File: src/rtl/wb_sram_bridge_pkg.sv
// Shared sizing constants and FSM encoding for the Wishbone-to-SRAM bridge.
// No logic; constants only.
// Imported by the bridge top and its read-data mux.
package wb_sram_bridge_pkg;

  localparam int DEF_DATA_SIZE  = 32;
  localparam int DEF_ADDR_SIZE  = 11;
  localparam int DEF_WMASK_SIZE = DEF_DATA_SIZE / 8;
  localparam int DEF_MAX_CHIPS  = 16;

  // Chip index comes from adr[23:20], so it is always 4 bits wide.
  localparam int CHIP_W = 4;

  typedef enum logic [1:0] {
    ST_IDLE  = 2'd0,
    ST_ISSUE = 2'd1,
    ST_WAIT  = 2'd2,
    ST_ACK   = 2'd3
  } bridge_state_e;

endpackage

File: src/rtl/wb_sram_dout_mux.sv
// Selects one chip's dout0 slice out of the flattened SRAM read buses.
// Purely combinational, zero latency.
// No handshake; returns 0 for an out-of-range or unpopulated chip index.
module wb_sram_dout_mux
  import wb_sram_bridge_pkg::*;
#(
  parameter int                   DATA_SIZE = DEF_DATA_SIZE,
  parameter int                   MAX_CHIPS = DEF_MAX_CHIPS,
  parameter logic [MAX_CHIPS-1:0] CHIP_MASK = 16'h1F1F
) (
  input  logic [CHIP_W-1:0]              chip_i,
  input  logic [MAX_CHIPS*DATA_SIZE-1:0] dout_i,
  output logic [DATA_SIZE-1:0]           dat_o
);

  // Only a populated chip whose index matches can drive the result.
  always_comb begin
    dat_o = '0;
    for (int i = 0; i < MAX_CHIPS; i++) begin
      if (CHIP_MASK[i] && (int'(chip_i) == i)) begin
        dat_o = dout_i[i*DATA_SIZE +: DATA_SIZE];
      end
    end
  end

endmodule

File: src/rtl/wb_sram_bridge.sv
// Wishbone classic responder giving word access to the OpenRAM port-0 bus.
// Latency: write ack 2 cycles after sampling, read ack 3, unpopulated chip 1.
// Single outstanding request; cyc drop before ack aborts without an ack.
module wb_sram_bridge
  import wb_sram_bridge_pkg::*;
#(
  parameter int                   DATA_SIZE  = DEF_DATA_SIZE,
  parameter int                   ADDR_SIZE  = DEF_ADDR_SIZE,
  parameter int                   WMASK_SIZE = DEF_WMASK_SIZE,
  parameter int                   MAX_CHIPS  = DEF_MAX_CHIPS,
  parameter logic [31:0]          BASE_ADDR  = 32'h3000_0000,
  parameter logic [MAX_CHIPS-1:0] CHIP_MASK  = 16'h1F1F
) (
  input  logic                           wb_clk_i,
  input  logic                           wb_rst_i,
  input  logic                           wbs_stb_i,
  input  logic                           wbs_cyc_i,
  input  logic                           wbs_we_i,
  input  logic [WMASK_SIZE-1:0]          wbs_sel_i,
  input  logic [31:0]                    wbs_adr_i,
  input  logic [DATA_SIZE-1:0]           wbs_dat_i,
  output logic                           wbs_ack_o,
  output logic [DATA_SIZE-1:0]           wbs_dat_o,
  output logic [ADDR_SIZE-1:0]           addr0,
  output logic [DATA_SIZE-1:0]           din0,
  output logic                           web0,
  output logic [WMASK_SIZE-1:0]          wmask0,
  output logic [MAX_CHIPS-1:0]           csb0,
  input  logic [MAX_CHIPS*DATA_SIZE-1:0] sram_dout0
);

  bridge_state_e state_q, state_d;

  logic [CHIP_W-1:0]     chip_q, chip_d;
  logic                  we_q, we_d;
  logic [DATA_SIZE-1:0]  rdbuf_q, rdbuf_d;
  logic [ADDR_SIZE-1:0]  addr0_q, addr0_d;
  logic [DATA_SIZE-1:0]  din0_q, din0_d;
  logic                  web0_q, web0_d;
  logic [WMASK_SIZE-1:0] wmask0_q, wmask0_d;
  logic [MAX_CHIPS-1:0]  csb0_q, csb0_d;

  logic                  req;
  logic [CHIP_W-1:0]     req_chip;
  logic [ADDR_SIZE-1:0]  req_word;
  logic                  req_pop;
  logic [DATA_SIZE-1:0]  mux_dat;

  // Chip-group bits between the word field and the chip field, and the byte
  // offset, carry no meaning here: words wrap inside each chip.
  logic unused_adr;
  assign unused_adr = ^{wbs_adr_i[19:ADDR_SIZE+2], wbs_adr_i[1:0]};

  function automatic logic chip_populated(input logic [CHIP_W-1:0] c);
    logic p;
    p = 1'b0;
    for (int i = 0; i < MAX_CHIPS; i++) begin
      if (CHIP_MASK[i] && (int'(c) == i)) p = 1'b1;
    end
    return p;
  endfunction

  assign req      = wbs_stb_i && wbs_cyc_i && (wbs_adr_i[31:24] == BASE_ADDR[31:24]);
  assign req_chip = wbs_adr_i[23:20];
  assign req_word = wbs_adr_i[ADDR_SIZE+1:2];
  assign req_pop  = chip_populated(req_chip);

  wb_sram_dout_mux #(
    .DATA_SIZE (DATA_SIZE),
    .MAX_CHIPS (MAX_CHIPS),
    .CHIP_MASK (CHIP_MASK)
  ) u_dout_mux (
    .chip_i (chip_q),
    .dout_i (sram_dout0),
    .dat_o  (mux_dat)
  );

  // State register and datapath registers, synchronous reset.
  always_ff @(posedge wb_clk_i) begin
    if (wb_rst_i) begin
      state_q  <= ST_IDLE;
      chip_q   <= '0;
      we_q     <= 1'b0;
      rdbuf_q  <= '0;
      addr0_q  <= '0;
      din0_q   <= '0;
      web0_q   <= 1'b1;
      wmask0_q <= '0;
      csb0_q   <= '1;
    end else begin
      state_q  <= state_d;
      chip_q   <= chip_d;
      we_q     <= we_d;
      rdbuf_q  <= rdbuf_d;
      addr0_q  <= addr0_d;
      din0_q   <= din0_d;
      web0_q   <= web0_d;
      wmask0_q <= wmask0_d;
      csb0_q   <= csb0_d;
    end
  end

  // Next-state: ACK always returns to IDLE, guaranteeing an idle gap.
  always_comb begin
    state_d = state_q;
    unique case (state_q)
      ST_IDLE:  if (req) state_d = req_pop ? ST_ISSUE : ST_ACK;
      ST_ISSUE: if (!wbs_cyc_i) state_d = ST_IDLE;
                else state_d = we_q ? ST_ACK : ST_WAIT;
      ST_WAIT:  state_d = wbs_cyc_i ? ST_ACK : ST_IDLE;
      ST_ACK:   state_d = ST_IDLE;
      default:  state_d = ST_IDLE;
    endcase
  end

  // Next values of the registered SRAM pins and request latches; the SRAM
  // pins are loaded on entry to ISSUE so they are stable during that cycle.
  always_comb begin
    chip_d   = chip_q;
    we_d     = we_q;
    rdbuf_d  = rdbuf_q;
    addr0_d  = addr0_q;
    din0_d   = din0_q;
    wmask0_d = wmask0_q;
    web0_d   = 1'b1;
    csb0_d   = '1;
    if (state_q == ST_IDLE && req) begin
      chip_d = req_chip;
      we_d   = wbs_we_i;
      if (req_pop) begin
        addr0_d  = req_word;
        din0_d   = wbs_dat_i;
        wmask0_d = wbs_sel_i;
        web0_d   = ~wbs_we_i;
        for (int i = 0; i < MAX_CHIPS; i++) begin
          if (int'(req_chip) == i) csb0_d[i] = 1'b0;
        end
      end else begin
        rdbuf_d = '0;
      end
    end else if (state_q == ST_WAIT && wbs_cyc_i) begin
      rdbuf_d = mux_dat;
    end
  end

  // Wishbone response: one-cycle ack, read data only on reads.
  always_comb begin
    wbs_ack_o = (state_q == ST_ACK);
    wbs_dat_o = (wbs_ack_o && !we_q) ? rdbuf_q : '0;
  end

  assign addr0  = addr0_q;
  assign din0   = din0_q;
  assign web0   = web0_q;
  assign wmask0 = wmask0_q;
  assign csb0   = csb0_q;

endmodule

File: config.mk
export PLATFORM = sky130hd
export DESIGN_NAME = wb_sram_bridge
export DESIGN_NICKNAME = d
export VERILOG_FILES = /design/src/rtl/wb_sram_bridge_pkg.sv /design/src/rtl/wb_sram_dout_mux.sv /design/src/rtl/wb_sram_bridge.sv
export SDC_FILE = /design/constraint.sdc
export NUM_CORES = 1
export LEC_CHECK = 0
export BUFFER_PORTS_ARGS = -buffer_cell sky130_fd_sc_hd__buf_2
export CORE_AREA = 2 2 269 271
export DETAILED_ROUTE_END_ITERATION = 8
export DIE_AREA = 0 0 271 273
export PLACE_DENSITY = 0.3
export REMOVE_ABC_BUFFERS = 1
export SLEW_MARGIN = 10
export SYNTH_ARGS = -nofsm -noshare
export SYNTH_HDL_FRONTEND = slang
export SYNTH_SLANG_ARGS = --single-unit
File: constraint.sdc
create_clock -name wb_clk_i -period 2.2 [get_ports wb_clk_i]
set_input_delay 0.33 -clock wb_clk_i [delete_from_list [all_inputs] [get_ports wb_clk_i]]
set_output_delay 0.33 -clock wb_clk_i [all_outputs]
set_load 0.05 [all_outputs]
==> summary.md, run 1 <==
| Metric | Value |
|---|---|
| Comb pwr share | approximately 14% |
| Placeable Area | approximately 0.071 mm2 |
| Buffers and inverters on the worst path | 2 |
| Net switching power | around 1.2 mW |
| Post-CTS Hold Fix Bufs | 0 |
| Hold endpoint | web0 |
| Synthesized area per cell | 8.68 um2 |
| Clock share of power | ~42% |
| Hold Slack | ~160 ps |
| Sequential share of power | a little over two fifths |
| CP peak stage delay | 400 ps |
| Initial core utilization | under 10% |
| Yosys Warn Count | 0 |
| Hpwl dp | just under 40000 um |
| Total CTS buffers | 9 |
| Final setup violation count | 0 |
| Critical Path End Type | primary output |
| Antenna-violating nets left | 0 |
| Initial antenna violation count | 14 |
| Reg2reg setup slack | around 140 ps |
| Rel. slew slack | between 50% and 60% |
| Clk Latency, worst-skew pair | between 300 and 400 ps |
| Largest net degree at the start of global routing | 55 |
| Reg clk slew, reported paths | 90 ps |
| DR vias | 8599 |
| PnR worst setup slack | approximately 120 ps |
| Max clock buf depth | 2 |
| CTS tree | yes |
| Dominant cell type by area after synthesis | dfxtp_1 |
| GR Util met2 | 21.4% |
| Setup CP Type | reg2out |
| # nets final | between 1500 and 2000 |
| Most crowded layer after global routing | met2 |
| Lkg Pwr | just under 5 nW |
| Clk root buf | clkbuf_16 |
| IO Count | between 600 and 700 |
| Measured slew at the worst slew-check pin | approximately 700 ps |
| Unique masters post-synth | 59 |
| RR Endpoint | rdbuf_q[2] |
| Crit path arrival time | 1750 ps |
| Initial DRT Pass Iterations | 8 |
| Hold path cells | 2 |
| Largest delay share family, worst path | simple AND/OR/NAND/NOR gates |
| H-Tree Depth | 3 |
| Post-Synthesis Cells | about 820 |
| DR vias/cell | roughly 3.8 |
| Post-synth EDFFs | 0 |
| CP dominant cell by count | and2_1 |
| Post-synthesis register bit count | about 100 |
| Met3 usage | 4.04% |
| FP Rows | a little under 100 |
| Setup WS pre-CTS | -139 ps |
| Worst Hold Class | in2reg |
| Final Max Tran Viols | 0 |
| Final min period | between 2000 and 2500 ps |
| Internal power | about 3 mW |
| Synth top area share | between 20% and 30% |
| Status | complete, no violations |
| Most used DFF post-synth | dfxtp_1 |
| Share of layout cells above drive strength 1 | about 46% |
| Hold Fails Final Rpt | 0 |
| Final setup skew | roughly 15 ps |
| First-pass GRT wire length | around 65000 um |
| Unrepaired setup endpoints after global routing | false |
| Cell chain of the critical path | and2_1 -> nor2b_4 -> buf_12 -> and2_1 -> clkbuf_4 |
| # port buffers | 480 |
| Die width | 271 um |
| Pwr Density | roughly 370 mW/mm2 |
| Total track usage | between 10 and 15% |
| Die ar. | between 0.07 and 0.08 mm2 |
| Tcrit/Tclk final | 94.7% |
| Hold_sp | wbs_we_i |
| Sw Share | 29.2% |
| Iter 0 DRT Violations | approximately 400 |
| Vias in the first global route | between 9000 and 10000 |
| Maximum vdd drop | roughly 0.3 mV |
| Top cells by area, synth | dfxtp_1 (29%), mux2i_1 (12%), nor2_1 (4.4%), o21ai_0 (3.5%), and2_1 (3.0%) |
| Area grow syn2layout | 61.3% |
| Max-cap violation count | 0 |
| Seq/Total Area, Yosys | 29.1% |
| Crit-path max FO | 23 |
| Post-CTS setup buffers | 0 |
| Worst path required time | about 1900 ps |
| Sink Count | between 100 and 150 |
| Die Span Y | roughly 270 um |
| Global placer's final weighted congestion | roughly 0.84 |
| Worst Setup Start Kind | register |
| Reg2Reg Depth | 7 |
| Final wirelength | around 47000 um |
| FFs w/ async S/R, synth | 0% |
| Slowest CP cell | dfxtp_4 |
| GR met1 Demand/Resource | between 10% and 20% |
| WL per Instance | between 20 and 25 um |
| Synth Cell Area | 0.00709 mm2 |
| Setup TNS | 0 ps |
| # DRC | 0 |
| Overflow after GRT | 0 |
| Fmax | between 400 and 500 MHz |
| Reg-to-Reg Start | chip_q[0] |
Yosys cell counts (7+ instances only):
library cell  instances
a221oi_1             12
o21a_1                7
clkbuf_1             49
buf_2                33
or3b_1                8
dfxtp_1             103
a2bb2oi_1            11
mux2i_1              86
a31oi_1               8
a22oi_1              15
nor2_1               83
nand2_1              16
nand4bb_1             7
a221o_1              18
nand3b_1              7
mux2_1                7
o21ai_0              50
a222oi_1             11
and2_1               34
nand3_1              26
o2bb2ai_1            16
nor3b_1              17
nor2b_1               9
mux2_2               10
o211ai_1             13
a21oi_1              26
nand4b_1              9
buf_4                 9
o32ai_1               7
o22ai_1              17
metrics by stage:
| stage | util, % | total power, mW | std cells | cell area (um2) |
|---|---|---|---|---|
| 2_1_floorplan | - | 2.06 | 727 | 6650 |
| 3_3_place_gp | 15.5 | 2.52 | 2229 | 11000 |
| 3_5_place_dp | 15.5 | 2.52 | 2229 | 11000 |
| 4_1_cts | 16.0 | 4.42 | 2245 | 11400 |
| 5_1_grt | 16.1 | 4.50 | 2247 | 11400 |
| 6_report | 16.1 | 4.26 | 2250 | 11400 |
what timing repair did:
action / in CTS / in global routing
hold endpoints to repair: 0 / 0
setup endpoints to repair: 44 / 31
resized for setup: 13 / 20
cell type report:
| type | instances | area [um2] |
|---|---|---|
| fill | 8233 | 59600 |
| multi-input combinational | 621 | 4590 |
| clock inverter | 7 | 85.1 |
| tap | 950 | 1190 |
| antenna | 5 | 12.5 |
| timing repair buffer | 552 | 3240 |
| clock buffer | 9 | 225 |
| sequential | 103 | 2080 |
| inverter | 3 | 11.3 |
cell families (layout without fill, tap and decap cells):
family	after synthesis	in the layout	share of synthesized area (%)
xor gates and xnor gates	1	1	0.124
and+or+nand+nor	243	243	20.0
DFF	103	103	29.1
muxes	109	109	16.7
other	1	11	0.0529
buffers and inverters	98	571	6.67
AOI/OAI and AO/OA	262	262	27.4
worst max path at each step:
stage | end | cells past startpoint | slack [ps] | from
2_1_floorplan | rdbuf_q[17] | 4 | -2920 | chip_q[0]
3_5_place_dp | rdbuf_q[24] | 4 | -140 | chip_q[2]
4_1_cts | wbs_dat_o[6] | 5 | -20 | state_q[1]
6_report | wbs_dat_o[29] | 5 | 120 | state_q[1]
3_3_place_gp | rdbuf_q[24] | 4 | -150 | chip_q[2]
5_1_grt | wbs_dat_o[2] | 5 | 4 | state_q[1]
layout by cell type, fill, tap and decap left out, types with 7 or more instances in the layout:
cell type,netlist,final
a21oi_1,26,26
a221o_1,18,18
a221oi_1,12,12
a222oi_1,11,11
a22oi_1,15,15
a2bb2oi_1,11,11
a31oi_1,8,8
and2_1,34,34
buf_12,0,17
buf_2,33,448
buf_4,9,70
clkbuf_16,0,9
clkbuf_4,0,16
dfxtp_1,103,97
mux2_1,7,7
mux2_2,10,10
mux2i_1,86,86
nand2_1,16,16
nand3_1,26,26
nand3b_1,7,7
nand4b_1,9,9
nand4bb_1,7,7
nor2_1,83,82
nor3b_1,17,17
o211ai_1,13,13
o21a_1,7,7
o21ai_0,50,49
o22ai_1,17,17
o2bb2ai_1,16,16
o32ai_1,7,7
or3b_1,8,8
worst reg2reg max path: stages (launching register included):
cell,delay [ps]
dfxtp_4,380
buf_12,180
buf_4,220
nand4bb_1,320
buf_4,260
o21ai_0,220
nor2_1,70
a221o_1,310
metal layers:
| layer | vias up | share of wire [%] |
|---|---|---|
| met1 | 4048 | 43 |
| met2 | 400 | 48 |
| li1 | 4115 | - |
| met5 | - | 0.14 |
| met4 | 10 | 0.56 |
| met3 | 26 | 8.2 |
state kept, by name (all words and copies together) (netlist names):
name     count
addr0       11
chip_q       4
csb0        16
din0        32
rdbuf_q     32
state_q      2
we_q         1
web0         1
wmask0       4
power groups by stage:
stage	Clock [mW]	Combinational [mW]	Sequential, mW
floorplan	0	0.126	1.94
global placement	0	0.614	1.91
detailed placement	0	0.614	1.91
CTS	1.93	0.619	1.87
global route	1.98	0.660	1.86
finish	1.79	0.602	1.86
Power figures use the tool's default switching activity.
==> inputs of run 2 (changes only) <==
Settings changed: ABC_AREA from default to 1, CORE_AREA 2 2 269 271 to 2 2 262 264, DIE_AREA 0 0 271 273 to 0 0 264 266.
==> run 2 against run 1 <==
Against the previous run:
- global-route usage rose by 0.25 points
- synthesized cell count rose by 42%
- combinational power rose by 6.0%
- sequential share of layout area rose by 0.55 points
- largest cell class unchanged
- largest power group unchanged
- count of clock-buffer cells in the layout rose by 1
- non-clock buffer count fell by 15
- sequential power barely moved
- routed wire length fell by 4.0%
- final cell count rose by 12%
- fmax rose by 1.6%
==> summary.md, run 2 <==
| Metric | Value |
|---|---|
| Die ar. | 0.0702 mm2 (-5.1%) |
| Total CTS buffers | 9 (unchanged) |
| Fmax | 488 MHz (+1.6%) |
| Unrepaired setup endpoints after global routing | false |
| # nets final | 2216 (+18%) |
| Cell chain of the critical path | nand2_1 -> inv_1 -> nand2_2 -> buf_4 -> nor2_1 -> buf_2 |
| Maximum vdd drop | 0.387 mV (+26%) |
| Synthesized area per cell | 5.83 um2 (-33%) |
| Post-synth EDFFs | 0 (unchanged) |
| Placeable Area | 0.0677 mm2 (-4.6%) |
| Reg-to-Reg Start | chip_q[1] |
| Top cells by area, synth | dfxtp_1 (31%), nand2_1 (15%), nand3_1 (8.6%), o21ai_0 (8.3%), nor2_1 (7.3%) |
| FFs w/ async S/R, synth | 0% (unchanged) |
| Initial antenna violation count | 12 (-2) |
| Leading cell types in the layout, fill and taps excluded | buf_2 (477), nand2_1 (265), nor2_1 (124) |
| Post-CTS setup buffers | 0 (unchanged) |
| Slowest CP cell | dfxtp_1 |
| Clk root buf | clkbuf_16 |
| Initial core utilization | 9.97% (-0.018 points) |
| Final min period | 2050 ps (-31.9 ps) |
| Final setup skew | 6.83 ps (-7.90 ps) |
| Hold endpoint | web0 |
| Setup WS pre-CTS | 93.5 ps (+232 ps) |
| Synth top area share | 30.5% (+1.4 points) |
| Reg2Reg Depth | 9 (+2) |
| Most frequent cell after synthesis | nand2_1 |
| # DRC | 0 (unchanged) |
| Status | complete, no violations |
| # port buffers | 480 (unchanged) |
| Overflow after GRT | 0 (unchanged) |
| Dominant cell type by area after synthesis | dfxtp_1 |
| Most used DFF post-synth | dfxtp_1 |
| Worst Setup Start Kind | register |
| Final setup violation count | 0 (unchanged) |
| Internal power | 3.09 mW (+2.4%) |
| H-Tree Depth | 3 (unchanged) |
| Global placer's final weighted congestion | 0.849 (+1.3%) |
| Seq/Total Area, Yosys | 30.5% (+1.4 points) |
| IO Count | 682 (unchanged) |
| Clk Latency, worst-skew pair | 380 ps (about the same) |
| Vias in the first global route | 9562 (+4.7%) |
| DR vias/cell | 3.69 (-3.3%) |
| Net switching power | 1.19 mW (-4.1%) |
| Setup CP Type | reg2out |
| First-pass GRT wire length | 63400 um (-2.7%) |
| Largest delay share family, worst path | buffers and inverters |
| Hold path cells | 2 (unchanged) |
| Largest net degree at the start of global routing | 66 (+20%) |
| Max-cap violation count | 0 (unchanged) |
| Unique masters post-synth | 25 (-58%) |
| Comb pwr share | 14.9% (+0.8 points) |
| FP Rows | 96 (-2.0%) |
| Sw Share | 27.9% (-1.3 points) |
| Crit path arrival time | 1720 ps (-30 ps) |
| Lkg Pwr | 5.31 nW (+8.1%) |
| Crit-path max FO | 22 (-4.3%) |
| Final wirelength | 44800 um (-4.0%) |
| Synth Cell Area | 0.00676 mm2 (-4.7%) |
| Total track usage | 12.5% (+0.25 points) |
| Worst path required time | 1870 ps (about the same) |
| Reg2reg setup slack | 190 ps (+50 ps) |
| Iter 0 DRT Violations | 408 (+2.8%) |
| DR vias | 9317 (+8.3%) |
| Buffers and inverters on the worst path | 3 (+1) |
| Sink Count | 103 (unchanged) |
| Die width | 264 um (-2.6%) |
| Commonest non-fill, non-tap cell in the layout | buf_2 |
| CP peak stage delay | 370 ps (-30 ps) |
| Hold_sp | wbs_we_i |
| Final Max Tran Viols | 0 (unchanged) |
| Post-Synthesis Cells | 1158 (+42%) |
| Reg clk slew, reported paths | 80 ps (about the same) |
| RR Endpoint | rdbuf_q[10] |
| Area grow syn2layout | 62.7% |
| Critical Path End Type | primary output |
| Hold Fails Final Rpt | 0 (unchanged) |
| WL per Instance | 17.8 um (-14%) |
| Hpwl dp | 36700 um (-4.7%) |
| Measured slew at the worst slew-check pin | 617 ps (-82.3 ps) |
| CTS tree | yes |
| Tcrit/Tclk final | 93.2% (-1.5 points) |
| Rel. slew slack | 58.9% (+5.5 points) |
| Clock share of power | 41.4% (-0.7 points) |
| Antenna-violating nets left | 0 (unchanged) |
| Sequential share of power | 43.7% (about the same) |
| PnR worst setup slack | 149 ps (+31.9 ps) |
| Share of layout cells above drive strength 1 | 36.1% (-10 points) |
| Most frequent cells after synthesis | nand2_1 (268), nor2_1 (131), inv_1 (121) |
| Worst Hold Class | in2reg |
| Post-synthesis register bit count | 103 (unchanged) |
| Yosys Warn Count | 0 (unchanged) |
| Die Span Y | 266 um (-2.6%) |
| Initial DRT Pass Iterations | 4 (-4) |
| Pwr Density | 389 mW/mm2 (+4.6%) |
| Total power | 4.28 mW (+0.47%) |
| Max clock buf depth | 2 (unchanged) |
-- run 2: power groups by stage --
stage | Clock, mW | Sequential (mW) | Combinational, mW
floorplan | 0 | 1.94 | 0.149
global placement | 0 | 1.92 | 0.650
detailed placement | 0 | 1.92 | 0.651
CTS | 1.90 | 1.87 | 0.654
global route | 1.94 | 1.87 | 0.709
finish | 1.77 | 1.87 | 0.638
-- run 2: kinds of logic after synthesis --
group	after synthesis	synth area share, %
AND/OR/NAND/NOR	655	43.1
other	1	0.0555
buffers and inverters	210	12.0
flip-flops	103	30.5
AO/OA/AOI/OAI	189	14.3
-- run 2: worst max-delay path by stage --
| stage | depth (start not counted) | startpoint | slack [ps] | end |
|---|---|---|---|---|
| 3_5_place_dp | 12 | chip_q[0] | 90 | rdbuf_q[10] |
| 3_3_place_gp | 11 | chip_q[3] | 90 | rdbuf_q[22] |
| 5_1_grt | 11 | chip_q[3] | 1 | rdbuf_q[22] |
| 6_report | 6 | state_q[1] | 150 | wbs_dat_o[13] |
| 2_1_floorplan | 9 | chip_q[2] | -1590 | rdbuf_q[17] |
| 4_1_cts | 6 | state_q[1] | 40 | wbs_dat_o[29] |
-- run 2: layout make-up --
cell class	count	area, um2
Clock inverter	6	68.8
Fill cell	8023	56800
Tap cell	882	1100
Timing Repair Buffer	537	3040
Multi-Input combinational cell	850	3990
Sequential cell	103	2060
Inverter	130	488
Antenna cell	4	10.0
Clock buffer	10	229
-- run 2: through the flow --
stage | hold WS, ps | instance area (um2) | TNS, ps | util [%] | cells
after floorplan | 399 | 6450 | -123710 | - | 1083
after global placement | 488 | 10700 | 0 | 15.7 | 2502
after detailed placement | 494 | 10700 | 0 | 15.7 | 2502
after CTS | 89.5 | 11000 | 0 | 16.2 | 2518
after global routing | 110 | 11000 | 0 | 16.2 | 2518
final | 125 | 11000 | 0 | 16.2 | 2522
-- run 2: timing repair --
item	4_1_cts	5_1_grt
endpoints found under the setup margin	1	10
gates resized for setup	1	8
gates cloned	0	0
hold buffers	0	0
-- run 2: metal layers --
layer	track usage, %	share of wire [%]	up-vias
li1	-	-	4689
met5	0	0.21	-
met4	3.82	2.3	14
met3	4.32	8.5	48
met2	21.5	47	388
met1	14.4	42	4178
